--- src/rtl/simon_seq_ctrl.sv ---
// simon_seq_ctrl: memory-game sequencer (LFSR symbols, LED playback, press check).
// Optional input timeout is enabled by defining SIMON_TIMEOUT_EN.
module simon_seq_ctrl #(
   parameter int          MAX_LEN        = 16,
   parameter int          SHOW_CYCLES    = 4,
   parameter int          GAP_CYCLES     = 2,
   parameter int          TIMEOUT_CYCLES = 1000,
   parameter logic [7:0]  LFSR_SEED      = 8'hA5,
   localparam int         LW             = $clog2(MAX_LEN + 1)
) (
   input  logic          clk,
   input  logic          rst_n,
   input  logic          start,
   input  logic          btn_valid,
   input  logic [1:0]    btn_code,
   output logic          led_valid,
   output logic [1:0]    led_code,
   output logic          await_input,
   output logic [1:0]    cmp_seq,
   output logic [1:0]    cmp_player,
   input  logic          cmp_correct,
   output logic [LW-1:0] level,
   output logic          busy,
   output logic          win,
   output logic          lose
);

   localparam int IW = $clog2(MAX_LEN);
   localparam int CW = $clog2(SHOW_CYCLES + GAP_CYCLES);

   typedef enum logic [2:0] {
      S_IDLE, S_ADD, S_SHOW, S_INPUT, S_CHECK, S_WIN, S_LOSE
   } state_t;

   state_t        state;
   logic [7:0]    lfsr;
   logic [1:0]    mem [MAX_LEN];
   logic [LW-1:0] len;
   logic [IW-1:0] idx;
   logic [CW-1:0] cnt;
   logic [1:0]    player_reg;
   logic          last;

`ifdef SIMON_TIMEOUT_EN
   localparam int TW = $clog2(TIMEOUT_CYCLES + 1);
   logic [TW-1:0] tcnt;
`endif

   if (MAX_LEN < 2 || SHOW_CYCLES < 1 || GAP_CYCLES < 1 ||
       TIMEOUT_CYCLES < 1 || LFSR_SEED == 8'h00) begin : g_bad_param
      $error("simon_seq_ctrl: illegal parameter value");
   end

   assign last       = (LW'(idx) == len - LW'(1));
   assign level      = len;
   assign cmp_seq    = mem[idx];
   assign cmp_player = player_reg;

   always_ff @(posedge clk or negedge rst_n) begin
      if (!rst_n) begin
         state       <= S_IDLE;
         lfsr        <= LFSR_SEED;
         len         <= '0;
         idx         <= '0;
         cnt         <= '0;
         player_reg  <= '0;
         for (int i = 0; i < MAX_LEN; i++) mem[i] <= '0;
         led_valid   <= 1'b0;
         led_code    <= '0;
         await_input <= 1'b0;
         busy        <= 1'b0;
         win         <= 1'b0;
         lose        <= 1'b0;
`ifdef SIMON_TIMEOUT_EN
         tcnt        <= '0;
`endif
      end else begin
         // Galois form of x^8+x^6+x^5+x^4+1, shifting right
         lfsr <= {1'b0, lfsr[7:1]} ^ (lfsr[0] ? 8'hB8 : 8'h00);
         unique case (state)
            S_IDLE, S_WIN, S_LOSE: begin
               if (start) begin
                  len   <= '0;
                  idx   <= '0;
                  win   <= 1'b0;
                  lose  <= 1'b0;
                  busy  <= 1'b1;
                  state <= S_ADD;
               end
            end
            S_ADD: begin
               mem[len[IW-1:0]] <= lfsr[1:0];
               len       <= len + LW'(1);
               idx       <= '0;
               cnt       <= '0;
               led_valid <= 1'b1;
               // first symbol of a new game is being written this cycle
               led_code  <= (len == '0) ? lfsr[1:0] : mem[0];
               state     <= S_SHOW;
            end
            S_SHOW: begin
               if (cnt == CW'(SHOW_CYCLES + GAP_CYCLES - 1)) begin
                  cnt <= '0;
                  if (last) begin
                     idx         <= '0;
                     await_input <= 1'b1;
                     state       <= S_INPUT;
`ifdef SIMON_TIMEOUT_EN
                     tcnt        <= '0;
`endif
                  end else begin
                     idx       <= idx + IW'(1);
                     led_valid <= 1'b1;
                     led_code  <= mem[idx + IW'(1)];
                  end
               end else begin
                  cnt <= cnt + CW'(1);
                  if (cnt == CW'(SHOW_CYCLES - 1)) begin
                     led_valid <= 1'b0;
                     led_code  <= '0;
                  end
               end
            end
            S_INPUT: begin
               if (btn_valid) begin
                  player_reg  <= btn_code;
                  await_input <= 1'b0;
                  state       <= S_CHECK;
`ifdef SIMON_TIMEOUT_EN
               end else if (tcnt == TW'(TIMEOUT_CYCLES - 1)) begin
                  await_input <= 1'b0;
                  busy        <= 1'b0;
                  lose        <= 1'b1;
                  state       <= S_LOSE;
               end else begin
                  tcnt <= tcnt + TW'(1);
`endif
               end
            end
            S_CHECK: begin
               if (!cmp_correct) begin
                  busy  <= 1'b0;
                  lose  <= 1'b1;
                  state <= S_LOSE;
               end else if (!last) begin
                  idx         <= idx + IW'(1);
                  await_input <= 1'b1;
                  state       <= S_INPUT;
`ifdef SIMON_TIMEOUT_EN
                  tcnt        <= '0;
`endif
               end else if (len == LW'(MAX_LEN)) begin
                  busy  <= 1'b0;
                  win   <= 1'b1;
                  state <= S_WIN;
               end else begin
                  state <= S_ADD;
               end
            end
            default: state <= S_IDLE;
         endcase
      end
   end

endmodule

--- config.mk ---
export PLATFORM = sky130hd
export DESIGN_NAME = simon_seq_ctrl
export DESIGN_NICKNAME = d
export VERILOG_FILES = /design/src/rtl/simon_seq_ctrl.sv
export SDC_FILE = /design/constraint.sdc
export NUM_CORES = 1
export LEC_CHECK = 0
export ABC_CLOCK_PERIOD_IN_PS = 4430
export BUFFER_PORTS_ARGS = -buffer_cell sky130_fd_sc_hd__buf_2
export CAP_MARGIN = 10
export CORE_AREA = 2 2 104 106
export DETAILED_ROUTE_END_ITERATION = 8
export DIE_AREA = 0 0 106 108
export PLACE_DENSITY = 0.58
export SLEW_MARGIN = 20
export SYNTH_ARGS = -nofsm -noshare
export SYNTH_HDL_FRONTEND = slang
export SYNTH_SLANG_ARGS = --single-unit
--- constraint.sdc ---
create_clock -name clk -period 4.43 [get_ports clk]
set_clock_uncertainty 0.1 [all_clocks]
set_input_delay 0.6645 -clock clk [delete_from_list [all_inputs] [get_ports clk]]
set_output_delay 0.6645 -clock clk [all_outputs]
set_load 0.02 [all_outputs]
=== Word-level counts from Yosys, hierarchy flattened ===
Cells that the tools add are included.

* Logic and storage cells: 135
* Register bits: 64
* Output and inout bits: 16

* Multiplexer cells: 54
* Order comparisons: 4
* Eq/ne operators: 23
* Bitwise operators: 4
* Add/sub/neg operators: 4
* Reductions and logical operators: 18

{| class="wikitable"
|+ Operator list
! operator !! number
|-
| 32-bit bitwise mux || 1
|-
| 3-bit 2-to-1 mux || 8
|-
| 4-bit 2-to-1 mux || 5
|-
| 2-bit 2-to-1 mux || 9
|-
| 2-bit inequality test (second input constant) || 9
|-
| 2-bit binary-select mux with 4-bit select || 2
|-
| 1-bit 2-to-1 mux || 16
|-
| 4-bit one-hot mux with 4 select lines || 1
|-
| 5-bit >= comparator (second input constant) || 3
|-
| 4-bit inverter with 5-bit output || 3
|-
| 3-bit one-hot mux with 5 select lines || 1
|-
| 3-bit == test (second input constant) || 4
|-
| 3-bit inequality test (second input constant) || 4
|-
| 5-bit one-hot mux with 2 select lines || 1
|-
| 5-bit AND reduction || 2
|-
| 3-bit by 2-bit == test with 1-bit output (second input constant) || 3
|-
| 2-bit demux with 4-bit select || 1
|-
| 8-bit 2-to-1 mux || 1
|-
| 1-bit one-hot mux with 2 select lines || 4
|-
| 4-bit AND reduction || 2
|-
| 7-bit by 8-bit bitwise XOR with 8-bit output || 1
|-
| 3-bit one-hot mux with 2 select lines || 1
|-
| 3-bit AND reduction || 2
|-
| 6-bit AND reduction || 1
|-
| 19 further kinds || 22
|}

=== Longest topological paths before layout ===
Gate-level depths: netlist of the first run.

* Depth in word-level cells: 8
* Depth in mapped cells: 7
* Gate-level depth less buffers: 7

=== Least setup slack after synthesis of the first run ===
No wires, ideal clock.

* Path kind: flip-flop to output port
* Start point: reg idx[0]
* End point: out cmp_seq[0]
* Setup slack: 1.857 ns
* Data arrival time: 1.808 ns
* Required time: 3.665 ns
* Stages on the path, launching flop included: 5
* Cells stage by stage: dfrtp_1 buf_4 buf_4 mux4_2 mux4_1

* Longest elaborated chain between the ends: 4

{| class="wikitable"
|+ RTL lines
! item !! line !! text
|-
| start, declared || 39 || <nowiki>logic [IW-1:0] idx;</nowiki>
|-
| start signal, assigned || 112 || <nowiki>idx <= idx + IW'(1);</nowiki>
|-
| start signal, assigned || 146 || <nowiki>idx <= idx + IW'(1);</nowiki>
|-
| 4-bit inverter with 5-bit output (implied by the code) || 56 || <nowiki>assign cmp_seq = mem[idx];</nowiki>
|-
| 2-bit binary-select mux with 4-bit select || 56 ||
|-
| 2-bit 2-to-1 mux (implied by the code) (2 in series) || 56 ||
|-
| end, declared || 19 || <nowiki>output logic [1:0] cmp_seq,</nowiki>
|}

No other way between the ends. The select of a mux whose other input is x is not followed.

=== Worst setup path after layout of the first run ===
Ends and elaborated chain as after synthesis.

==> flow_metrics.py, run 1 <==
metrics = {
    "detailed_routing": {
        "drc_errors": 0,
        "postRouteAntennaNets": 0,
        "detail_route.iter0.violations": 130,
        "route.vias.total": 2499,
        "drt_wl_total_um": 8350,
        "routed_via_density": 5.41,
        "wl_per_cell_um": 18.1,
        "drtPass1Iterations": 4,
    },
    "floorplan": {
        "die-height_um": 108,
        "dieArea_mm2": 0.0114,
        "initial_utilization_pct": 35.2,
        "core_mm2": 0.0102,
        "num_rows": 37,
        "fp.dieW_um": 106,
        "top_level_i_o_count": 23,
    },
    "worst_hold_path": {
        "min_path_type": "reg -> reg",
    },
    "clock_tree": {
        "clk_latency_ns": 0.35,
        "number_of_cts_inserted_buffers": 9,
        "clkSlewWorstSetupHoldPaths_ns": 0.09,
        "ctsLongestPathBuffers": 2,
        "tritoncts_clock_tree": "built",
        "sinks_on_the_clock_net": 64,
        "total_of_hold_buffers_inserted_after_clock_tree_synthesis": 0,
        "ctsRootBufferMaster": "sky130_fd_sc_hd__clkbuf_8",
        "cts-resized-gates": 0,
        "ctsHtreeMaxLevel": 3,
        "cts_setup_buffers": 0,
    },
    "place": {
        "routabilityCongestion": 0.843,
        "post-dp-hpwl_um": 5990,
        "buffer_ports.inserted": 22,
    },
    "synth": {
        "synth-async-reset-ratio_pct": 100,
        "yosys_most_used_dff": "sky130_fd_sc_hd__dfrtp_1",
        "yosysWarningCount": 0,
        "synth_top_cell_by_area": "sky130_fd_sc_hd__dfrtp_1",
        "synth.area.mux_share_pct": 24.9,
        "synth.distinct_cells": 51,
        "synth.cells.most_frequent": "60 x sky130_fd_sc_hd__dfrtp_1, 34 x sky130_fd_sc_hd__mux2_2, 21 x sky130_fd_sc_hd__nor2_1",
        "combinational_family_with_the_most_area_after_synthesis": "multiplexers",
        "postSynthAreaPerCell_um2": 11.9,
        "yosys.area_share.simple_pct": 11.1,
        "synthesis.area_mm2": 0.00361,
        "synth_seq_cells": 64,
        "synthTopCellsByArea": "sky130_fd_sc_hd__dfrtp_1 42%, sky130_fd_sc_hd__mux2_2 11%, sky130_fd_sc_hd__mux4_2 10%",
        "synth-compound-area-share_pct": 9.82,
        "synth-adder-area-share_pct": 2.08,
        "number_of_enable_flip_flop_cells_after_synthesis": 0,
        "seq_area_frac_synth_pct": 44.6,
        "post_synth_xor_area_fraction_pct": 3.64,
        "synth.top_cell.area_share_pct": 41.6,
        "syn-instance-count": 304,
        "mappedNetlistNets": 317,
        "synthMostInstantiatedCell": "sky130_fd_sc_hd__dfrtp_1",
    },
    "layout": {
        "nets": 334,
        "antenna_diode_count": 0,
        "multi_input_comb_area_mm2": 0.00186,
        "areaGrowthSynthToFinish_pct": 12.5,
        "final-seq-area_mm2": 0.00161,
        "n_fill_cell": 1003,
        "drive_above_1_share_pct": 30.7,
    },
    "worst_setup_path": {
        "endpoint_kind": "output port",
        "cp_data_arrival_time_ns": 2.64,
        "setup.worst_path.class": "reg -> out",
        "critPathLaunchType": "flop",
        "path_max_fanout": 20,
        "cp_data_required_time_ns": 3.67,
        "worst-r2r-setup-slack_ns": 1.40,
    },
    "power_and_ir_drop": {
        "power.combinational.fraction_pct": 35.2,
        "p_clk_share_pct": 28.3,
        "sw_frac_of_total_pct": 38.9,
        "leakage_nw": 1.82,
        "sequentialPowerShare_pct": 36.5,
        "total_power_divided_by_cell_area_mw_per_mm2": 554,
        "power_report.internal_total_w": 0.00137,
        "p_switching_w": 0.000875,
        "power_w": 0.00225,
        "vdd.ir_drop.worst_v": 0.000222,
    },
    "sta": {
        "rsz0062_at_grt": "false",
        "timing_worst_slew_pin_value_ns": 0.927,
        "final-hold-violation-count": 0,
        "min_period_over_period_pct": 76.8,
        "fmaxAchievable_mhz": 294,
        "setup_viol_count_final": 0,
        "final.min_clock_period_ns": 3.40,
        "pins_over_slew_limit": 0,
        "timing.slew.headroom_pct": 38.2,
        "totalNegativeSetupSlack_ns": 0,
    },
    "grt": {
        "track_usage_pct": 16.0,
        "grt.overflow.total": 0,
        "antenna_found_initial": 0,
        "grt_max_degree": 35,
        "grt_first_pass_wirelength_um": 14100,
        "grt_pass1_vias": 2613,
    },
    "run_status": {
        "run_status": "finished, final reports clean",
    },
    "flow_run": {
        "drv.max_cap_violation_count": 0,
    },
}
-- worst paths after layout --
| path | endpoint | cells past startpoint | startpoint |
|---|---|---|---|
| max in group asynchronous | lfsr[0]$_DFF_PN1_ | 2 | rst_n |
| worst max register to register | led_code[0]$_DFFE_PN0P_ | 6 | idx[0]$_DFFE_PN0P_ |
| min in group asynchronous | busy$_DFFE_PN0P_ | 1 | rst_n |
| worst min-delay path | lfsr[2]$_DFF_PN1_ | 0 | lfsr[3]$_DFF_PN0_ |
| worst min register to register | lfsr[2]$_DFF_PN1_ | 0 | lfsr[3]$_DFF_PN0_ |
| worst max-delay path | cmp_seq[0] | 3 | idx[0]$_DFFE_PN0P_ |
-- routing by layer --
metal,track usage (%),routed length (µm),part of all wire [%],up-vias
li1,-,-,-,1157
met1,20.9,3840,46,1269
met2,26.6,4050,48,59
met3,3.44,323,3.9,14
met4,5.73,130,1.6,0
met5,0,0,0,-
-- registers in the layout, summed over array words and instances, names as in the netlist --
| register | count |
|---|---|
| led_code | 2 |
| lose | 1 |
| idx | 4 |
| await_input | 1 |
| cmp_player | 2 |
| lfsr | 8 |
| level | 5 |
| mem | 32 |
| busy | 1 |
| cnt | 3 |
| state | 3 |
| win | 1 |
| led_valid | 1 |
-- critical path, cell delays in order (launching register included) --
cell and delay (ns):
sky130_fd_sc_hd__dfrtp_1 0.95, sky130_fd_sc_hd__mux4_2 0.59, sky130_fd_sc_hd__mux4_1 0.56, sky130_fd_sc_hd__buf_2 0.19
-- per-stage QoR --
step           instances  hold WS [ns]  area (µm²)  utilization (%)  setup WS (ns)
4_1_cts              462         0.257        4060             39.7          0.980
5_1_grt              462         0.260        4060             39.7          0.889
3_3_place_gp         446         0.235        3810             37.2           1.42
3_5_place_dp         446         0.244        3810             37.2           1.37
2_1_floorplan        304         0.233        3610                -           1.86
6_report             462         0.255        4060             39.7           1.03
-- area by class of cell --
cell class | count | area share, %
inverter | 13 | 1.20
multi-input combinational | 209 | 45.8
timing repair buffer | 24 | 3.08
clock buffer | 9 | 3.05
tap | 136 | 4.19
sequential | 64 | 39.6
clock inverter | 7 | 3.08
-- kinds of logic (layout without fill, tap and decap cells) --
family,count (synthesis),in the layout
multiplexers,62,62
AO/OA/AOI/OAI,46,46
XOR/XNOR,15,15
AND/OR/NAND/NOR,80,80
flip-flops,64,64
buffers and inverters,31,53
adder cells (fa/ha/maj),6,6
-- cells in the final DEF, fill, tap and decap left out, types with 4 or more instances in the layout --
cell type and n:
sky130_fd_sc_hd__ha_1 6, sky130_fd_sc_hd__mux2_2 34, sky130_fd_sc_hd__o21ai_0 13, sky130_fd_sc_hd__mux2i_1 8, sky130_fd_sc_hd__dfrtp_1 60, sky130_fd_sc_hd__nor2_1 21
sky130_fd_sc_hd__mux4_2 16, sky130_fd_sc_hd__nand4_1 4, sky130_fd_sc_hd__xor2_1 9, sky130_fd_sc_hd__buf_2 22, sky130_fd_sc_hd__clkbuf_8 9, sky130_fd_sc_hd__a21oi_1 4
sky130_fd_sc_hd__dfstp_2 4, sky130_fd_sc_hd__nor2b_1 7, sky130_fd_sc_hd__o22ai_1 4, sky130_fd_sc_hd__nand2_1 15, sky130_fd_sc_hd__inv_1 13, sky130_fd_sc_hd__xnor2_1 6
sky130_fd_sc_hd__nand3_1 18
-- power by group through the flow --
stage          registers (W)  logic (W)  clock network (W)
2_1_floorplan       0.000753   0.000687                  0
3_3_place_gp        0.000827   0.000781                  0
3_5_place_dp        0.000831   0.000788                  0
4_1_cts             0.000820   0.000792           0.000655
5_1_grt             0.000841   0.000875           0.000682
6_report            0.000821   0.000790           0.000637
No activity file was read; power rests on OpenSTA's default activity.
==> run 2: changes to the inputs <==
ABC_AREA = 1   (was not set)
ABC_CLOCK_PERIOD_IN_PS = 3500   (was 4430)
CORE_AREA = 2 2 105 107   (was 2 2 104 106)
DIE_AREA = 0 0 107 109   (was 0 0 106 108)
clock period = 3.5 ns   (was 4.43 ns; I/O delays follow)
==> run 2 against run 1 <==
  * Clock power grew 12%
  * Via count up 33%
  * Final cell count up 48%
  * Critical endpoint is now cmp_seq[1]
  * Highest routed layer unchanged
==> flow_metrics.py, run 2 <==
metrics = {
    "detailed_routing": {
        "drtPass1Iterations": 5,
        "route.vias.total": 3330,
        "wl_per_cell_um": 13.4,
        "drt_wl_total_um": 9160,
        "postRouteAntennaNets": 0,
        "routed_via_density": 4.88,
        "drc_errors": 0,
        "detail_route.iter0.violations": 203,
    },
    "layout": {
        "largest_register_ffs": 32,
        "final_core_utilization_pct": 39.2,
        "antenna_diode_count": 0,
        "nets": 551,
        "drive_above_1_share_pct": 13.1,
        "areaGrowthSynthToFinish_pct": 11.6,
        "final_common_cell": "sky130_fd_sc_hd__nand2_1",
        "top_register": "mem",
        "n_fill_cell": 1104,
        "most-common-layout-cells": "169 x sky130_fd_sc_hd__nand2_1, 60 x sky130_fd_sc_hd__dfrtp_1, 57 x sky130_fd_sc_hd__inv_1, 57 x sky130_fd_sc_hd__nand3_1, 55 x sky130_fd_sc_hd__o21ai_0",
    },
    "place": {
        "pre_cts_ws_ns": 1.22,
        "buffer_ports.inserted": 22,
        "routabilityCongestion": 0.896,
        "post-dp-hpwl_um": 6680,
    },
    "synth": {
        "number_of_enable_flip_flop_cells_after_synthesis": 0,
        "synth.cells.most_frequent": "169 x sky130_fd_sc_hd__nand2_1, 60 x sky130_fd_sc_hd__dfrtp_1, 57 x sky130_fd_sc_hd__inv_1, 57 x sky130_fd_sc_hd__nand3_1, 55 x sky130_fd_sc_hd__o21ai_0",
        "synthTopCellsByArea": "sky130_fd_sc_hd__dfrtp_1 40%, sky130_fd_sc_hd__nand2_1 17%, sky130_fd_sc_hd__nand3_1 7.7%",
        "syn-instance-count": 519,
        "yosys_most_used_dff": "sky130_fd_sc_hd__dfrtp_1",
        "postSynthAreaPerCell_um2": 7.17,
        "mappedNetlistNets": 532,
        "synth_seq_cells": 64,
        "synth_top_cell_by_area": "sky130_fd_sc_hd__dfrtp_1",
        "synthMostInstantiatedCell": "sky130_fd_sc_hd__nand2_1",
        "synth.top_cell.area_share_pct": 40.3,
        "yosysWarningCount": 0,
        "synth.distinct_cells": 33,
        "synthesis.area_mm2": 0.00372,
        "synth-async-reset-ratio_pct": 100,
        "seq_area_frac_synth_pct": 43.2,
    },
    "clock_tree": {
        "tritoncts_clock_tree": "built",
        "clk_latency_ns": 0.35,
        "ctsHtreeMaxLevel": 3,
        "number_of_cts_inserted_buffers": 9,
        "total_of_hold_buffers_inserted_after_clock_tree_synthesis": 0,
        "cts_setup_buffers": 0,
        "cts-resized-gates": 0,
        "sinks_on_the_clock_net": 64,
        "ctsLongestPathBuffers": 2,
        "clkSlewWorstSetupHoldPaths_ns": 0.07,
        "ctsRootBufferMaster": "sky130_fd_sc_hd__clkbuf_8",
    },
    "floorplan": {
        "initial_utilization_pct": 35.1,
        "core_mm2": 0.0106,
        "top_level_i_o_count": 23,
        "num_rows": 38,
        "dieArea_mm2": 0.0117,
        "die-height_um": 109,
        "fp.dieW_um": 107,
    },
    "sta": {
        "pins_over_slew_limit": 0,
        "min_period_over_period_pct": 75.7,
        "final-hold-violation-count": 0,
        "setup_viol_count_final": 0,
        "fmaxAchievable_mhz": 377,
        "timing_worst_slew_pin_value_ns": 0.849,
        "final.min_clock_period_ns": 2.65,
        "totalNegativeSetupSlack_ns": 0,
        "rsz0062_at_grt": "false",
        "finalWorstSetupSlack_ns": 0.850,
        "timing.slew.headroom_pct": 43.3,
    },
    "worst_setup_path": {
        "worstSetupStartpoint": "idx[0]$_DFFE_PN0P_",
        "worst-r2r-setup-slack_ns": 1.17,
        "cp_data_required_time_ns": 2.87,
        "worstSetupEndpoint": "cmp_seq[1]",
        "r2r_cells": 10,
        "cp_data_arrival_time_ns": 2.02,
        "path_max_fanout": 33,
        "regToRegStartpoint": "idx[1]$_DFFE_PN0P_",
        "r2r-end": "led_code[1]$_DFFE_PN0P_",
        "critPathLaunchType": "flop",
        "setup.worst_path.class": "reg -> out",
        "endpoint_kind": "output port",
    },
    "grt": {
        "antenna_found_initial": 0,
        "grt_max_degree": 65,
        "grt.overflow.total": 0,
        "grt_first_pass_wirelength_um": 15700,
        "track_usage_pct": 17.3,
        "grt_pass1_vias": 3134,
    },
    "worst_hold_path": {
        "min_path_type": "in -> async",
    },
    "power_and_ir_drop": {
        "total_power_divided_by_cell_area_mw_per_mm2": 733,
        "vdd.ir_drop.worst_v": 0.000344,
        "leakage_nw": 2.04,
    },
    "run_status": {
        "run_status": "finished, final reports clean",
    },
    "flow_run": {
        "drv.max_cap_violation_count": 0,
    },
}
[run 2: cell count changes in the layout (fill, tap and decap cells not counted), moves of 7 or more]
cell                      change
sky130_fd_sc_hd__nand2_1    +154
sky130_fd_sc_hd__inv_2        +9
sky130_fd_sc_hd__inv_1       +44
sky130_fd_sc_hd__nor2b_1      -7
sky130_fd_sc_hd__nand2_2      +8
sky130_fd_sc_hd__nand3_1     +39
sky130_fd_sc_hd__o21ai_0     +42
sky130_fd_sc_hd__mux2_2      -32
sky130_fd_sc_hd__mux2i_1      -8
sky130_fd_sc_hd__mux4_2      -16
sky130_fd_sc_hd__a21oi_1     +19
[run 2: final cells by class]
class | count | area (µm²) | share of cell area (%)
timing repair buffer | 24 | 125 | 3.01
clock inverter | 5 | 80.1 | 1.93
clock buffer | 11 | 141 | 3.40
sequential | 64 | 1610 | 38.7
multi-input combinational | 372 | 1770 | 42.7
inverter | 67 | 254 | 6.11
tap | 140 | 175 | 4.22
[run 2: layer usage]
layer  vias to the layer above  track usage, %  routed length [µm]
li1                       1697               -                   -
met2                        71            26.8                4060
met3                        24            2.99                 301
met1                      1538            23.3                4510
met4                         0            9.09                 286
met5                         -               0                   0
[run 2: report_power, final]
group          switching (W)  leakage [nW]  total, W  internal, W
logic               0.000940          1.08   0.00137     0.000432
clock network       0.000297         0.106  0.000716     0.000419
registers           0.000120         0.853  0.000959     0.000838
[run 2: worst min path at each step]
stage                 startpoint                       to  slack (ns)
2_1_floorplan              rst_n  await_input$_DFFE_PN0P_        0.13
3_3_place_gp   lfsr[3]$_DFF_PN0_        lfsr[2]$_DFF_PN1_        0.24
3_5_place_dp   lfsr[3]$_DFF_PN0_        lfsr[2]$_DFF_PN1_        0.25
4_1_cts        lfsr[3]$_DFF_PN0_        lfsr[2]$_DFF_PN1_        0.26
5_1_grt        lfsr[3]$_DFF_PN0_        lfsr[2]$_DFF_PN1_        0.27
6_report                   rst_n      mem[27]$_DFFE_PN0P_        0.23
[run 2: logic make-up after synthesis]
group | synth area share [%]
AND/OR/NAND/NOR | 30.9
AO/OA/AOI/OAI | 12.2
buffers and inverters | 9.21
flip-flops | 43.2
XOR/XNOR | 1.88
adder cells (fa/ha/maj) | 2.02
multiplexers | 0.605
[run 2: stage by stage]
stage | hold WS (ns) | area [µm²] | cells | power (W)
final | 0.233 | 4150 | 683 | 0.00305
after detailed placement | 0.245 | 3930 | 667 | 0.00234
after floorplan | 0.129 | 3720 | 519 | 0.00201
after global placement | 0.237 | 3930 | 667 | 0.00233
after CTS | 0.263 | 4150 | 683 | 0.00306
after global routing | 0.265 | 4150 | 683 | 0.00331
[run 2: worst max-delay path, cell delays in order, from the launching register on]
cell                      delay (ns)
sky130_fd_sc_hd__dfrtp_1        0.38
sky130_fd_sc_hd__inv_1          0.62
sky130_fd_sc_hd__a21oi_1        0.13
sky130_fd_sc_hd__o21ai_0        0.12
sky130_fd_sc_hd__nand3_1        0.10
sky130_fd_sc_hd__nand3_1        0.09
sky130_fd_sc_hd__nand2_1        0.06
sky130_fd_sc_hd__buf_2          0.16
